$ cat src/rtl/fetch_queue_pkg.sv
// Shared definitions for the instruction fetch queue: word width,
// fetch state encoding and the {pc, insn} queue entry layout.
package fetch_queue_pkg;

    localparam int WORD_W = 32;

    // RUN: the in-flight word (if any) is live.
    // DRAIN: the in-flight word belongs to a superseded fetch stream.
    typedef enum logic {
        RUN   = 1'b0,
        DRAIN = 1'b1
    } fetch_state_t;

    typedef struct packed {
        logic [WORD_W-1:0] pc;
        logic [WORD_W-1:0] insn;
    } fq_entry_t;

endpackage

$ cat src/rtl/fetch_queue_sync_fifo.sv
// Generic synchronous FIFO with occupancy count and a single-cycle flush.
// Push into a full FIFO is only legal together with a pop; callers guard it.
module sync_fifo #(
    parameter int WIDTH = 64,
    parameter int DEPTH = 4,
    localparam int AW   = (DEPTH > 1) ? $clog2(DEPTH) : 1,
    localparam int CW   = $clog2(DEPTH) + 1
) (
    input  logic             clk,
    input  logic             rst,
    input  logic             flush,
    input  logic             push,
    input  logic [WIDTH-1:0] wr_data,
    input  logic             pop,
    output logic [WIDTH-1:0] rd_data,
    output logic [CW-1:0]    count,
    output logic             empty
);

    logic [WIDTH-1:0] mem [DEPTH];
    logic [AW-1:0]    wr_ptr;
    logic [AW-1:0]    rd_ptr;

    // Storage array: written at the tail on every push.
    // NOTE: the data array is deliberately left out of reset; only the pointers
    // and count decide which entries are meaningful, and the top zeroes its
    // outputs while the FIFO is empty.
    always_ff @(posedge clk) begin
        if (push) begin
            mem[wr_ptr] <= wr_data;
        end
    end

    // Pointer and occupancy bookkeeping; flush wins over push/pop.
    always_ff @(posedge clk or posedge rst) begin
        if (rst) begin
            wr_ptr <= '0;
            rd_ptr <= '0;
            count  <= '0;
        end else if (flush) begin
            wr_ptr <= '0;
            rd_ptr <= '0;
            count  <= '0;
        end else begin
            if (push) begin
                wr_ptr <= wr_ptr + AW'(1);
            end
            if (pop) begin
                rd_ptr <= rd_ptr + AW'(1);
            end
            case ({push, pop})
                2'b10:   count <= count + CW'(1);
                2'b01:   count <= count - CW'(1);
                default: count <= count;
            endcase
        end
    end

    assign rd_data = mem[rd_ptr];
    assign empty   = (count == '0);

endmodule

$ cat src/rtl/fetch_queue.sv
// Instruction fetch unit: issues word-addressed fetches to a synchronous
// instruction memory, buffers returned words with their PCs in a FIFO and
// hands them to decode with a valid/ready handshake. Redirects flush the
// queue and squash the word still in flight.
module fetch_queue
    import fetch_queue_pkg::*;
#(
    parameter int                DEPTH    = 4,
    parameter logic [WORD_W-1:0] RESET_PC = 32'h0
) (
    input  logic              clk,
    input  logic              rst,
    output logic [WORD_W-1:0] imem_addr,
    output logic              imem_req,
    input  logic [WORD_W-1:0] imem_rdata,
    input  logic              redirect_valid,
    input  logic [WORD_W-1:0] redirect_pc,
    output logic              insn_valid,
    input  logic              insn_ready,
    output logic [WORD_W-1:0] insn,
    output logic [WORD_W-1:0] insn_pc
);

    localparam int CNT_W   = $clog2(DEPTH) + 1;
    localparam int ENTRY_W = $bits(fq_entry_t);

    typedef logic [CNT_W:0] occ_t;

    fetch_state_t      state;
    logic [WORD_W-1:0] fetch_pc;
    logic [WORD_W-1:0] flight_pc;
    logic              in_flight;

    logic [CNT_W-1:0]  q_count;
    logic              q_empty;
    logic              q_push;
    logic              q_pop;
    fq_entry_t         q_tail;
    fq_entry_t         q_head;
    occ_t              occupancy;

    // Slots already spoken for: queued entries plus a live word on its way back.
    assign occupancy = occ_t'(q_count) + occ_t'(in_flight && (state == RUN));
    assign imem_req  = !rst && (occupancy < occ_t'(DEPTH));
    assign imem_addr = fetch_pc;

    // A redirect discards both the arriving word and the head entry.
    assign q_push = in_flight && (state == RUN) && !redirect_valid;
    assign q_pop  = insn_valid && insn_ready && !redirect_valid;
    assign q_tail = '{pc: flight_pc, insn: imem_rdata};

    sync_fifo #(
        .WIDTH(ENTRY_W),
        .DEPTH(DEPTH)
    ) u_fifo (
        .clk     (clk),
        .rst     (rst),
        .flush   (redirect_valid),
        .push    (q_push),
        .wr_data (q_tail),
        .pop     (q_pop),
        .rd_data (q_head),
        .count   (q_count),
        .empty   (q_empty)
    );

    assign insn_valid = !q_empty;
    assign insn       = q_empty ? '0 : q_head.insn;
    assign insn_pc    = q_empty ? '0 : q_head.pc;

    // Fetch state machine: tracks the fetch PC, the in-flight request and
    // whether that request was superseded by a redirect.
    // NOTE: every register here uses non-blocking assignment so that all of
    // them sample the pre-edge values of one another.
    always_ff @(posedge clk or posedge rst) begin
        if (rst) begin
            state     <= RUN;
            fetch_pc  <= RESET_PC;
            flight_pc <= '0;
            in_flight <= 1'b0;
        end else begin
            in_flight <= imem_req;
            if (imem_req) begin
                flight_pc <= fetch_pc;
            end
            if (redirect_valid) begin
                fetch_pc <= redirect_pc;
                state    <= imem_req ? DRAIN : RUN;
            end else begin
                state <= RUN;
                if (imem_req) begin
                    fetch_pc <= fetch_pc + 32'd1;
                end
            end
        end
    end

endmodule

$ cat config.mk
export PLATFORM = sky130hd
export DESIGN_NAME = fetch_queue
export DESIGN_NICKNAME = d
export VERILOG_FILES = /design/src/rtl/fetch_queue_pkg.sv /design/src/rtl/fetch_queue_sync_fifo.sv /design/src/rtl/fetch_queue.sv
export SDC_FILE = /design/constraint.sdc
export NUM_CORES = 1
export LEC_CHECK = 0
export ABC_AREA = 1
export BUFFER_PORTS_ARGS = -buffer_cell sky130_fd_sc_hd__buf_4
export CORE_MARGIN = 4
export CORE_UTILIZATION = 45
export CTS_BUF_LIST = sky130_fd_sc_hd__clkbuf_16
export CTS_CLUSTER_DIAMETER = 60
export CTS_CLUSTER_SIZE = 20
export DETAILED_ROUTE_END_ITERATION = 16
export PLACE_DENSITY = 0.63
export SYNTH_ARGS = -nofsm -noshare
export SYNTH_HDL_FRONTEND = slang
export SYNTH_SLANG_ARGS = --single-unit
$ cat constraint.sdc
create_clock -name clk -period 9.1 [get_ports clk]
set_input_delay 0.91 -clock clk [delete_from_list [all_inputs] [get_ports clk]]
set_output_delay 0.91 -clock clk [all_outputs]
set_load 0.05 [all_outputs]
==> results.tsv, run 1 <==
metric	value	unit
Fin Clk Skew	0.0113	ns
Post-Place Setup Slack	5.46	ns
first-pass GRT wire length	52000	um
DRT met1 WL	15100	um
switching share of power	0.408	
CTS tree	yes	
Port Buffers	165	
CP Capture Type	primary output	
Synth top area share	0.549	
status	completed	
WHS	0.317	ns
Unique masters post-synth	29	
CTS buffer count	25	
CP required	8.19	ns
internal power	2.94	mW
Die Y	184	um
clk slew on worst S/H paths	0.07	ns
biggest area consumer among synthesized cells	edfxtp_1	
post-DP HPWL	20500	um
Worst EP arrival	3.29	ns
Total Neg Setup Slack	0	ns
Setup CP Type	flop to primary output	
fraction of registers with async set/reset	0.222	
largest net degree at the start of global routing	109	
antenna cell count	0	
CTS Sinks	329	
number of synthesized flops with an enable pin	256	
starting density of the core	0.456	
routability congestion estimate	0.832	
# resized after CTS	0	
peak supply drop	141	uV
wire length per cell	17.6	um
initial drt markers	685	
hold buffer count at CTS	0	
max cap viols	0	
total routed wirelength	33200	um
CP max stage delay	0.80	ns
Yosys reg bits	329	
slowest library cell on the worst path	buf_4	
Max Clock Freq	0.238	GHz
Clock power frac	0.226	
Die Width	184	um
Post-Syn Nets	1409	
# nets final	1547	
First-pass DRT Iterations	5	
net load switching power	2.03	mW
Tcrit/Tclk final	0.462	
crit path cell chain	inv_2 -> buf_4 -> o21ai_0 -> a21oi_1 -> buf_4	
met3 WL	2160	um
fillers	2725	
Worst setup SP type	flop	
layout cells sized above 1	0.169	
met2 routed WL	15200	um
Post-synth top cells	309 x nor2_1, 256 x edfxtp_1, 222 x nand2_1, 153 x o21ai_0, 75 x inv_1	
crit-path leading delay family	buffers and inverters	
post-layout min period	4.20	ns
Worst Tran Pin Value	1.03	ns
drt drc	0	
worst-path maximum fanout	108	
slew margin rel.	0.313	
clock tree buffer depth	3	
area grow syn2layout	17.0	%
Gate Count Post-Synth	1335	
vias in the first global route	9297	
final setup margin	4.90	ns
Post-DRT Antenna Nets	0	
sequential area share after synthesis	0.680	
num ports	166	
WP buf/inv	3	
worst skew pair latency	0.53	ns
clock root buffer	clkbuf_16	
Leakage Power	6.34	nW
combinational fraction of design power	0.350	
most used cell, CP	buf_4	
cell row count	64	
Post CTS Setup Buffer Count	0	
Final Hold Viols	0	
yosys warns	0	
HP Class	input port to async pin	
Top Layer Used	met4	
dominant cells by area after synthesis	edfxtp_1 55%, dfrtp_1 13%, nor2_1 8.3%, nand2_1 6.0%, o21ai_0 5.5%	
Slew Limit Fails	0	
Seq pwr share	0.424	
final setup vio count	0	
unrepaired setup endpoints after global routing	false	
residual overflow from global routing	0	
initial antenna violation count	0	
Mapped Avg Cell Area	10.5	um2
Syn Std Cell Area	14000	um2
Die Footprint	34000	um2
Vias	9759	
core area	30700	um2
H-tree level count	1	
Tot GR Track Use	0.193	
Most used DFF post-synth	edfxtp_1	
pwr/cell area	304	nW/um2
count leader, synth	nor2_1	
vias per cell	5.17	
==> layout make-up <==
type                            instances  area, um2  share of cell area
Multi-Input combinational cell        863       3910               0.239
Sequential cell                       329       9520               0.581
Clock inverter                         20        215              0.0131
Clock buffer                           25        626              0.0382
Tap cell                              396        495              0.0303
Inverter                               78        293              0.0179
Timing Repair Buffer                  176       1320              0.0807
==> registers in the layout, summed over array words and instances, names as in the netlist <==
register / flops
u_fifo.mem: 256
imem_addr: 32
state: 1
u_fifo.count: 3
in_flight: 1
flight_pc: 32
u_fifo.wr_ptr: 2
u_fifo.rd_ptr: 2
==> per-layer routing <==
layer	vias to the layer above	GRT usage
li1	4767	-
met1	4617	0.286
met2	329	0.308
met3	46	0.0257
met4	0	0.0432
met5	-	0
==> path summary, 6_finish.rpt <==
| path | start | end | slack [ns] | cells past startpoint |
|---|---|---|---|---|
| worst max-delay path | u_fifo.rd_ptr[0] | insn_pc[11] | 4.90 | 5 |
| worst min-delay path | rst | imem_addr[23] | 0.32 | 2 |
| worst max register to register | state | u_fifo.mem[3][31] | 6.49 | 6 |
| worst min register to register | flight_pc[28] | u_fifo.mem[0][60] | 0.53 | 0 |
| max in group asynchronous | rst | u_fifo.rd_ptr[0] | 7.64 | 3 |
| min in group clk | flight_pc[28] | u_fifo.mem[0][60] | 0.53 | 0 |
==> worst reg2reg max path: cells and delay by family (launching register included) <==
| family | cells | cell delay (ns) |
|---|---|---|
| buf+inv | 3 | 0.97 |
| flops | 1 | 0.36 |
| simple gates | 3 | 0.89 |
==> power groups by stage <==
stage / Sequential, mW / Combinational, mW / Clock (mW)
CTS: 2.11 / 1.76 / 1.15
global placement: 2.14 / 1.74 / 0
detailed placement: 2.14 / 1.76 / 0
floorplan: 2.16 / 1.15 / 0
finish: 2.11 / 1.74 / 1.12
global route: 2.14 / 1.88 / 1.22
==> logic make-up after synthesis <==
family	after synthesis	synth area share
AO/OA/AOI/OAI	274	0.104
XOR/XNOR	9	0.00563
adder cells (fa/ha/maj)	6	0.00590
buffers and inverters	143	0.0434
flip-flops	329	0.680
AND/OR/NAND/NOR	574	0.161
==> metrics by stage <==
step	cell area (um2)	utilization	power (mW)	std cells
after floorplan	14000	-	3.31	1335
after global placement	15500	0.507	3.88	1842
after detailed placement	15500	0.507	3.90	1842
after CTS	16400	0.534	5.03	1887
after global routing	16400	0.534	5.25	1887
final	16400	0.534	4.97	1887
==> placed cells by master, fill, tap and decap left out <==
cell type	netlist	final
nand2_2	2	2
nor3_1	1	1
xnor2_1	2	2
o21ai_0	153	153
clkinv_1	0	1
xor2_1	7	7
o21bai_1	8	8
nand2_1	222	222
o21ai_4	1	1
inv_2	3	5
inv_6	0	5
nand3b_1	1	1
o211ai_1	9	9
ha_1	5	5
o21ai_1	23	23
bufinv_16	0	2
clkbuf_16	0	25
dfrtp_1	73	71
clkinv_8	0	2
dfrtp_4	0	1
edfxtp_1	256	256
a21oi_1	72	72
nand3_1	25	25
inv_1	75	77
nor2_2	8	8
clkinvlp_4	0	2
dfrtp_2	0	1
fa_1	1	1
nor2_4	5	9
buf_4	3	176
nor2_1	309	305
inv_8	0	4
nand2_4	1	1
o21ai_2	8	8
Note: power is estimated with default switching activity, not from simulation.
==> run 2: changes to the inputs <==
--- a/config.mk
+++ b/config.mk
@@ -5,7 +5,7 @@
 export SDC_FILE = /design/constraint.sdc
 export NUM_CORES = 1
 export LEC_CHECK = 0
-export ABC_AREA = 1
+export ABC_AREA = 0
 export BUFFER_PORTS_ARGS = -buffer_cell sky130_fd_sc_hd__buf_4
 export CORE_MARGIN = 4
 export CORE_UTILIZATION = 45
@@ -13,7 +13,7 @@
 export CTS_CLUSTER_DIAMETER = 60
 export CTS_CLUSTER_SIZE = 20
 export DETAILED_ROUTE_END_ITERATION = 16
-export PLACE_DENSITY = 0.63
+export PLACE_DENSITY = 0.66
 export SYNTH_ARGS = -nofsm -noshare
 export SYNTH_HDL_FRONTEND = slang
 export SYNTH_SLANG_ARGS = --single-unit
==> constraint.sdc (replaced) <==
create_clock -name clk -period 3.5 [get_ports clk]
set_input_delay 0.35 -clock clk [delete_from_list [all_inputs] [get_ports clk]]
set_output_delay 0.35 -clock clk [all_outputs]
set_load 0.05 [all_outputs]
==> run 2 against run 1 <==
- count of clock-buffer cells in the layout unchanged
- total power rose to 2.6 times the previous value
- utilization up 1.0 points
- synthesized area down 3.9%
- design area down 1.8%
- sequential power grew to 2.5 times the previous value
- register-to-register slack worse by 5.3 ns
- setup slack worse by 4.3 ns
- global-route usage down 1.9 points
- critical path type unchanged
- critical endpoint is now insn_pc[26]
- largest power group unchanged
==> results.tsv, run 2 <==
metric	value	unit	change
initial drt markers	506		was 685
clock root buffer	clkbuf_16		unchanged
Syn Std Cell Area	13500	um2	was 14000 um2
Area after DPL	15200	um2	was 15500 um2
Total Neg Setup Slack	0	ns	unchanged
start of the worst register-to-register path	in_flight		was state
Mapped Avg Cell Area	16.2	um2	was 10.5 um2
Leakage Power	5.85	nW	was 6.34 nW
CTS buffer count	24		was 25
first-pass GRT wire length	45400	um	was 52000 um
Inst Count DP	1353		was 1842
internal power	7.96	mW	was 2.94 mW
area grow syn2layout	19.6	%	was 17.0%
Post-synth top cells	256 x edfxtp_1, 113 x nand2_1, 73 x dfrtp_1, 65 x and2_1, 64 x mux4_2		was 309 x nor2_1, 256 x edfxtp_1, 222 x nand2_1, 153 x o21ai_0, 75 x inv_1
unrepaired setup endpoints after global routing	false		unchanged
starting density of the core	0.455		was 0.456
Post-Syn Nets	904		was 1409
Most used DFF post-synth	edfxtp_1		unchanged
Post-DRT Antenna Nets	0		unchanged
fraction of registers with async set/reset	0.222		unchanged
post-DP HPWL	18500	um	was 20500 um
Vias	7675		was 9759
# nets final	1075		was 1547
Tot GR Track Use	0.174		was 0.193
dominant cells by area after synthesis	edfxtp_1 57%, dfrtp_1 14%, mux4_2 11%, nand2_1 3.2%, and2_1 3.0%		was edfxtp_1 55%, dfrtp_1 13%, nor2_1 8.3%, nand2_1 6.0%, o21ai_0 5.5%
# resized after CTS	0		unchanged
total routed wirelength	28800	um	was 33200 um
vias in the first global route	7825		was 9297
net load switching power	4.73	mW	was 2.03 mW
Unique masters post-synth	55		was 29
Fin Clk Skew	0.0211	ns	was 0.0113 ns
pwr/cell area	789	nW/um2	was 304 nW/um2
clock tree buffer depth	3		unchanged
Synth top area share	0.571		was 0.549
most flop-heavy register	u_fifo.mem		unchanged
Reg2Reg Setup Slack	1.18	ns	was 6.49 ns
CTS tree	yes		unchanged
Max Clock Freq	0.342	GHz	
vias per cell	5.45		was 5.17
Final Hold Viols	0		unchanged
antenna cell count	0		unchanged
CP Capture Type	primary output		unchanged
yosys warns	0		unchanged
CP required	3.15	ns	was 8.19 ns
cell row count	63		was 64
Seq pwr share	0.419		was 0.424
sequential area share after synthesis	0.707		was 0.680
overall power	12.7	mW	was 4.97 mW
count leader, synth	edfxtp_1		was nor2_1
Tcrit/Tclk final	0.834		
Setup CP Type	flop to primary output		unchanged
Port Buffers	165		unchanged
Reg-to-Reg End	u_fifo.mem[0][35]		was u_fifo.mem[3][31]
switching share of power	0.373		was 0.408
final setup vio count	0		unchanged
Worst Tran Pin Value	1.06	ns	was 1.03 ns
Die Y	181	um	was 184 um
First-pass DRT Iterations	4		was 5
Die Width	181	um	was 184 um
Util after Layout	0.544		was 0.534
Worst setup SP type	flop		unchanged
routability congestion estimate	0.861		was 0.832
Slew Limit Fails	0		unchanged
start point of the critical path	u_fifo.rd_ptr[0]		unchanged
peak supply drop	434	uV	was 141 uV
combinational fraction of design power	0.358		was 0.350
biggest area consumer among synthesized cells	edfxtp_1		unchanged
Worst EP arrival	2.57	ns	was 3.29 ns
worst skew pair latency	0.53	ns	about the same
slew margin rel.	0.291		was 0.313
number of synthesized flops with an enable pin	256		unchanged
post-layout min period	2.92	ns	
WHS	0.000989	ns	was 0.317 ns
commonest non-fill, non-tap cell in the layout	edfxtp_1		was nor2_1
Clock power frac	0.223		was 0.226
Largest register FFs	256		unchanged
core area	29600	um2	was 30700 um2
layout cells sized above 1	0.292		was 0.169
Die Footprint	32700	um2	was 34000 um2
final setup margin	0.580	ns	was 4.90 ns
drt drc	0		unchanged
most frequent cells in the layout	256 x edfxtp_1, 174 x buf_4, 113 x nand2_1		was 305 x nor2_1, 256 x edfxtp_1, 222 x nand2_1
Post-Place Setup Slack	1.04	ns	was 5.46 ns
initial antenna violation count	0		unchanged
H-tree level count	1		unchanged
clk slew on worst S/H paths	0.08	ns	was 0.07 ns
wire length per cell	20.5	um	was 17.6 um
largest net degree at the start of global routing	67		was 109
Worst R2R Path Depth	3		was 6
HP Class	input port to async pin		unchanged
residual overflow from global routing	0		unchanged
num ports	166		unchanged
worst-path maximum fanout	26		was 108
status	completed		unchanged
design area	16100	um2	was 16400 um2
CTS Sinks	329		unchanged
Gate Count Post-Synth	830		was 1335
Yosys reg bits	329		unchanged
Cell Count, Final, Fillers Out	1409		was 1887
max cap viols	0		unchanged
run 2: cell count changes after synthesis, sizes merged, moves of 14 or more:
cell / previous run / this run
mux4: 0 / 64
a31oi: 0 / 14
nor2: 322 / 27
buf: 40 / 20
nand2: 225 / 114
o21ai: 185 / 16
inv: 78 / 9
nand4: 0 / 17
and2: 0 / 65
a21oi: 72 / 3
or4: 0 / 15
run 2: cell type report:
cell class | count | area, um2
fill | 2435 | 13500
sequential | 329 | 9520
multi-input combinational | 444 | 3680
timing repair buffer | 192 | 1550
clock buffer | 25 | 626
tap | 390 | 488
clock inverter | 19 | 186
inverter | 10 | 37.5
run 2: critical path: stages, from the launching register on:
cell and delay, ns:
dfrtp_4 0.78, buf_4 0.36, mux4_2 0.55, and2_1 0.17, buf_4 0.19
run 2: cells by family after synthesis:
| logic type | synth area share |
|---|---|
| AO/OA/AOI/OAI | 0.0305 |
| XOR/XNOR | 0.00716 |
| buffers and inverters | 0.0206 |
| flip-flops | 0.707 |
| multiplexers | 0.109 |
| adder cells (fa/ha/maj) | 0.00614 |
| AND/OR/NAND/NOR | 0.120 |
run 2: routing by layer:
metal / up-vias / GRT usage / share of wire
li1: 3540 / - / -
met1: 3863 / 0.256 / 0.45
met2: 248 / 0.283 / 0.48
met3: 24 / 0.0296 / 0.061
met4: 0 / 0.0272 / 0.010
met5: - / 0 / 0
run 2: power by group through the flow:
stage          Sequential, mW  Clock (mW)  Combinational (mW)
3_3_place_gp             5.39           0                4.58
5_1_grt                  5.40        3.09                4.84
4_1_cts                  5.33        2.92                4.62
2_1_floorplan            5.28           0                3.28
3_5_place_dp             5.42           0                4.61
6_report                 5.31        2.83                4.54
run 2: how the worst max path moves through the flow:
| stage | to |
|---|---|
| final | insn_pc[26] |
| after floorplan | u_fifo.mem[1][0] |
| after CTS | insn_pc[26] |
| after global placement | insn_pc[31] |
| after detailed placement | insn_pc[26] |
| after global routing | insn_pc[28] |
run 2: what timing repair did:
item / CTS / global route
hold endpoints to repair: 28 / 18
hold buffers: 7 / 5
setup buffers: 0 / 0
==> run 3: changes to the inputs <==
--- a/config.mk
+++ b/config.mk
@@ -5,7 +5,7 @@
 export SDC_FILE = /design/constraint.sdc
 export NUM_CORES = 1
 export LEC_CHECK = 0
-export ABC_AREA = 0
+export ABC_AREA = 1
 export BUFFER_PORTS_ARGS = -buffer_cell sky130_fd_sc_hd__buf_4
 export CORE_MARGIN = 4
 export CORE_UTILIZATION = 45
==> constraint.sdc (replaced) <==
create_clock -name clk -period 2.5 [get_ports clk]
set_input_delay 0.25 -clock clk [delete_from_list [all_inputs] [get_ports clk]]
set_output_delay 0.25 -clock clk [all_outputs]
set_load 0.05 [all_outputs]
==> run 3 against run 2 <==
- sequential power rose by 44%
- sequential share of layout area fell by 3.8 points
- die area rose by 3.9%
- final cell count rose by 39%
- critical path type unchanged
- critical endpoint is now insn_pc[16]
- largest power group unchanged
==> results.tsv, run 3 (synthesis results as in run 1) <==
metric	value	unit	change
met2 Use GR	0.316		was 0.283
met1 Use GR	0.285		was 0.256
commonest non-fill, non-tap cell in the layout	nor2_1		was edfxtp_1
Worst Tran Pin Value	0.602	ns	was 1.06 ns
Tcrit/Tclk final	0.944		
HP Class	input port to flop		was input port to async pin
worst-path maximum fanout	36		was 26
Worst setup SP type	flop		unchanged
CTS Sinks	329		unchanged
Die Footprint	34000	um2	was 32700 um2
vias in the first global route	9691		was 7825
Tot GR Track Use	0.195		was 0.174
residual overflow from global routing	0		unchanged
final setup vio count	0		unchanged
first-pass GRT wire length	52700	um	was 45400 um
peak supply drop	535	uV	was 434 uV
post-layout min period	2.36	ns	
Die Y	184	um	was 181 um
most flop-heavy register	u_fifo.mem		unchanged
area taken by multi-input logic gates	3910	um2	was 3680 um2
# nets final	1610		was 1075
initial antenna violation count	0		unchanged
total routed wirelength	33700	um	was 28800 um
Worst EP arrival	2.11	ns	was 2.57 ns
Fin Clk Skew	0.0154	ns	was 0.0211 ns
antenna cell count	0		unchanged
First-pass DRT Iterations	5		was 4
register area	9520	um2	about the same
Util after Layout	0.560		was 0.544
vias per cell	5.15		was 5.45
Slew Limit Fails	0		unchanged
worst skew pair latency	0.54	ns	was 0.53 ns
area grow syn2layout	22.7	%	was 19.6%
CTS tree	yes		unchanged
layout cells sized above 1	0.171		was 0.292
post-DP HPWL	21100	um	was 18500 um
wire length per cell	17.3	um	was 20.5 um
overall power	18.5	mW	was 12.7 mW
Area after DPL	15800	um2	was 15200 um2
starting density of the core	0.456		was 0.455
design area	17200	um2	was 16100 um2
Setup CP Type	flop to primary output		unchanged
Leakage Power	6.69	nW	was 5.85 nW
Port Buffers	165		unchanged
fillers	2635		was 2435
drt drc	0		unchanged
H-tree level count	1		unchanged
unrepaired setup endpoints after global routing	false		unchanged
Vias	10100		was 7675
WHS	0.0170	ns	was 0.000989 ns
initial drt markers	738		was 506
Post-DRT Antenna Nets	0		unchanged
clock tree buffer depth	3		unchanged
num ports	166		unchanged
Final Hold Viols	0		unchanged
GRT busiest layer	met2		unchanged
Die Width	184	um	was 181 um
max cap viols	0		unchanged
Cell Count, Final, Fillers Out	1952		was 1409
cell row count	64		was 63
CTS buffer count	26		was 24
pwr/cell area	1080	nW/um2	was 789 nW/um2
slew margin rel.	0.598		was 0.291
clock root buffer	clkbuf_16		unchanged
CP Capture Type	primary output		unchanged
Largest register FFs	256		unchanged
CP required	2.25	ns	was 3.15 ns
grt met3 use	0.0268		was 0.0296
routability congestion estimate	0.810		was 0.861
status	completed		unchanged
core area	30700	um2	was 29600 um2
largest net degree at the start of global routing	65		was 67
clk slew on worst S/H paths	0.08	ns	about the same
Inst Count DP	1852		was 1353
Max Clock Freq	0.424	GHz	
most frequent cells in the layout	305 x nor2_1, 256 x edfxtp_1, 222 x nand2_1		was 256 x edfxtp_1, 174 x buf_4, 113 x nand2_1
run 3: changes by cell type in the layout (fill, tap and decap cells not counted), sizes merged, moves of 13 or more:
cell / before / now
and4: 13 / 0
a31oi: 14 / 0
nor2: 27 / 322
inv: 23 / 89
mux4: 64 / 0
nand2: 114 / 225
dlygate4sd3: 12 / 50
o21ai: 16 / 185
or4: 15 / 0
and2: 65 / 0
a21oi: 3 / 72
nand4: 17 / 0
run 3: worst paths after layout:
kind | cells after the start | slack, ns | from | end
setup reg to reg | 6 | 0.59 | state | u_fifo.mem[3][32]
min in group asynchronous | 3 | 0.36 | rst | imem_addr[29]
hold / removal | 5 | 0.02 | redirect_pc[30] | imem_addr[30]
max in group asynchronous | 4 | 1.47 | rst | u_fifo.rd_ptr[0]
hold reg to reg | 0 | 0.53 | flight_pc[12] | u_fifo.mem[0][44]
setup / recovery | 5 | 0.14 | u_fifo.rd_ptr[0] | insn_pc[16]
run 3: metal layers:
metal	vias up	wire, um
met2	337	15600
met5	-	0
met4	0	559
met3	44	2160
li1	4899	-
met1	4781	15300
run 3: final cells by class:
| type | instances | area share |
|---|---|---|
| Sequential cell | 329 | 0.554 |
| Multi-Input combinational cell | 863 | 0.228 |
| Timing Repair Buffer | 238 | 0.122 |
| Clock buffer | 27 | 0.0393 |
| Tap cell | 396 | 0.0288 |
| Inverter | 78 | 0.0172 |
| Clock inverter | 21 | 0.0105 |
run 3: repair_timing:
action	in CTS	in global routing
hold buffers	50	0
pin swaps	0	0
buffers inserted	0	1
endpoints found under the hold margin	170	0
gates cloned	1	0
resized for setup	1	4
setup endpoints to repair	3	57
run 3: through the flow:
| stage | worst slack, ns | setup TNS, ns |
|---|---|---|
| 3_3_place_gp | 0.554 | 0 |
| 4_1_cts | 0.0269 | 0 |
| 2_1_floorplan | -0.395 | -101.07 |
| 6_report | 0.141 | 0 |
| 3_5_place_dp | 0.541 | 0 |
| 5_1_grt | 0.0228 | 0 |
run 3: critical path: stages, from the launching register on:
cell       delay [ns]
dfrtp_4          0.53
inv_2            0.14
bufbuf_16        0.35
o21ai_0          0.11
a21oi_1          0.20
buf_4            0.23
run 3: where the power goes:
group | internal, mW | switching (mW) | leakage, nW
combinational | 1.97 | 4.79 | 3.03
clock | 2.06 | 2.05 | 0.425
sequential | 6.92 | 0.703 | 3.24
total | 11.0 | 7.55 | 6.69
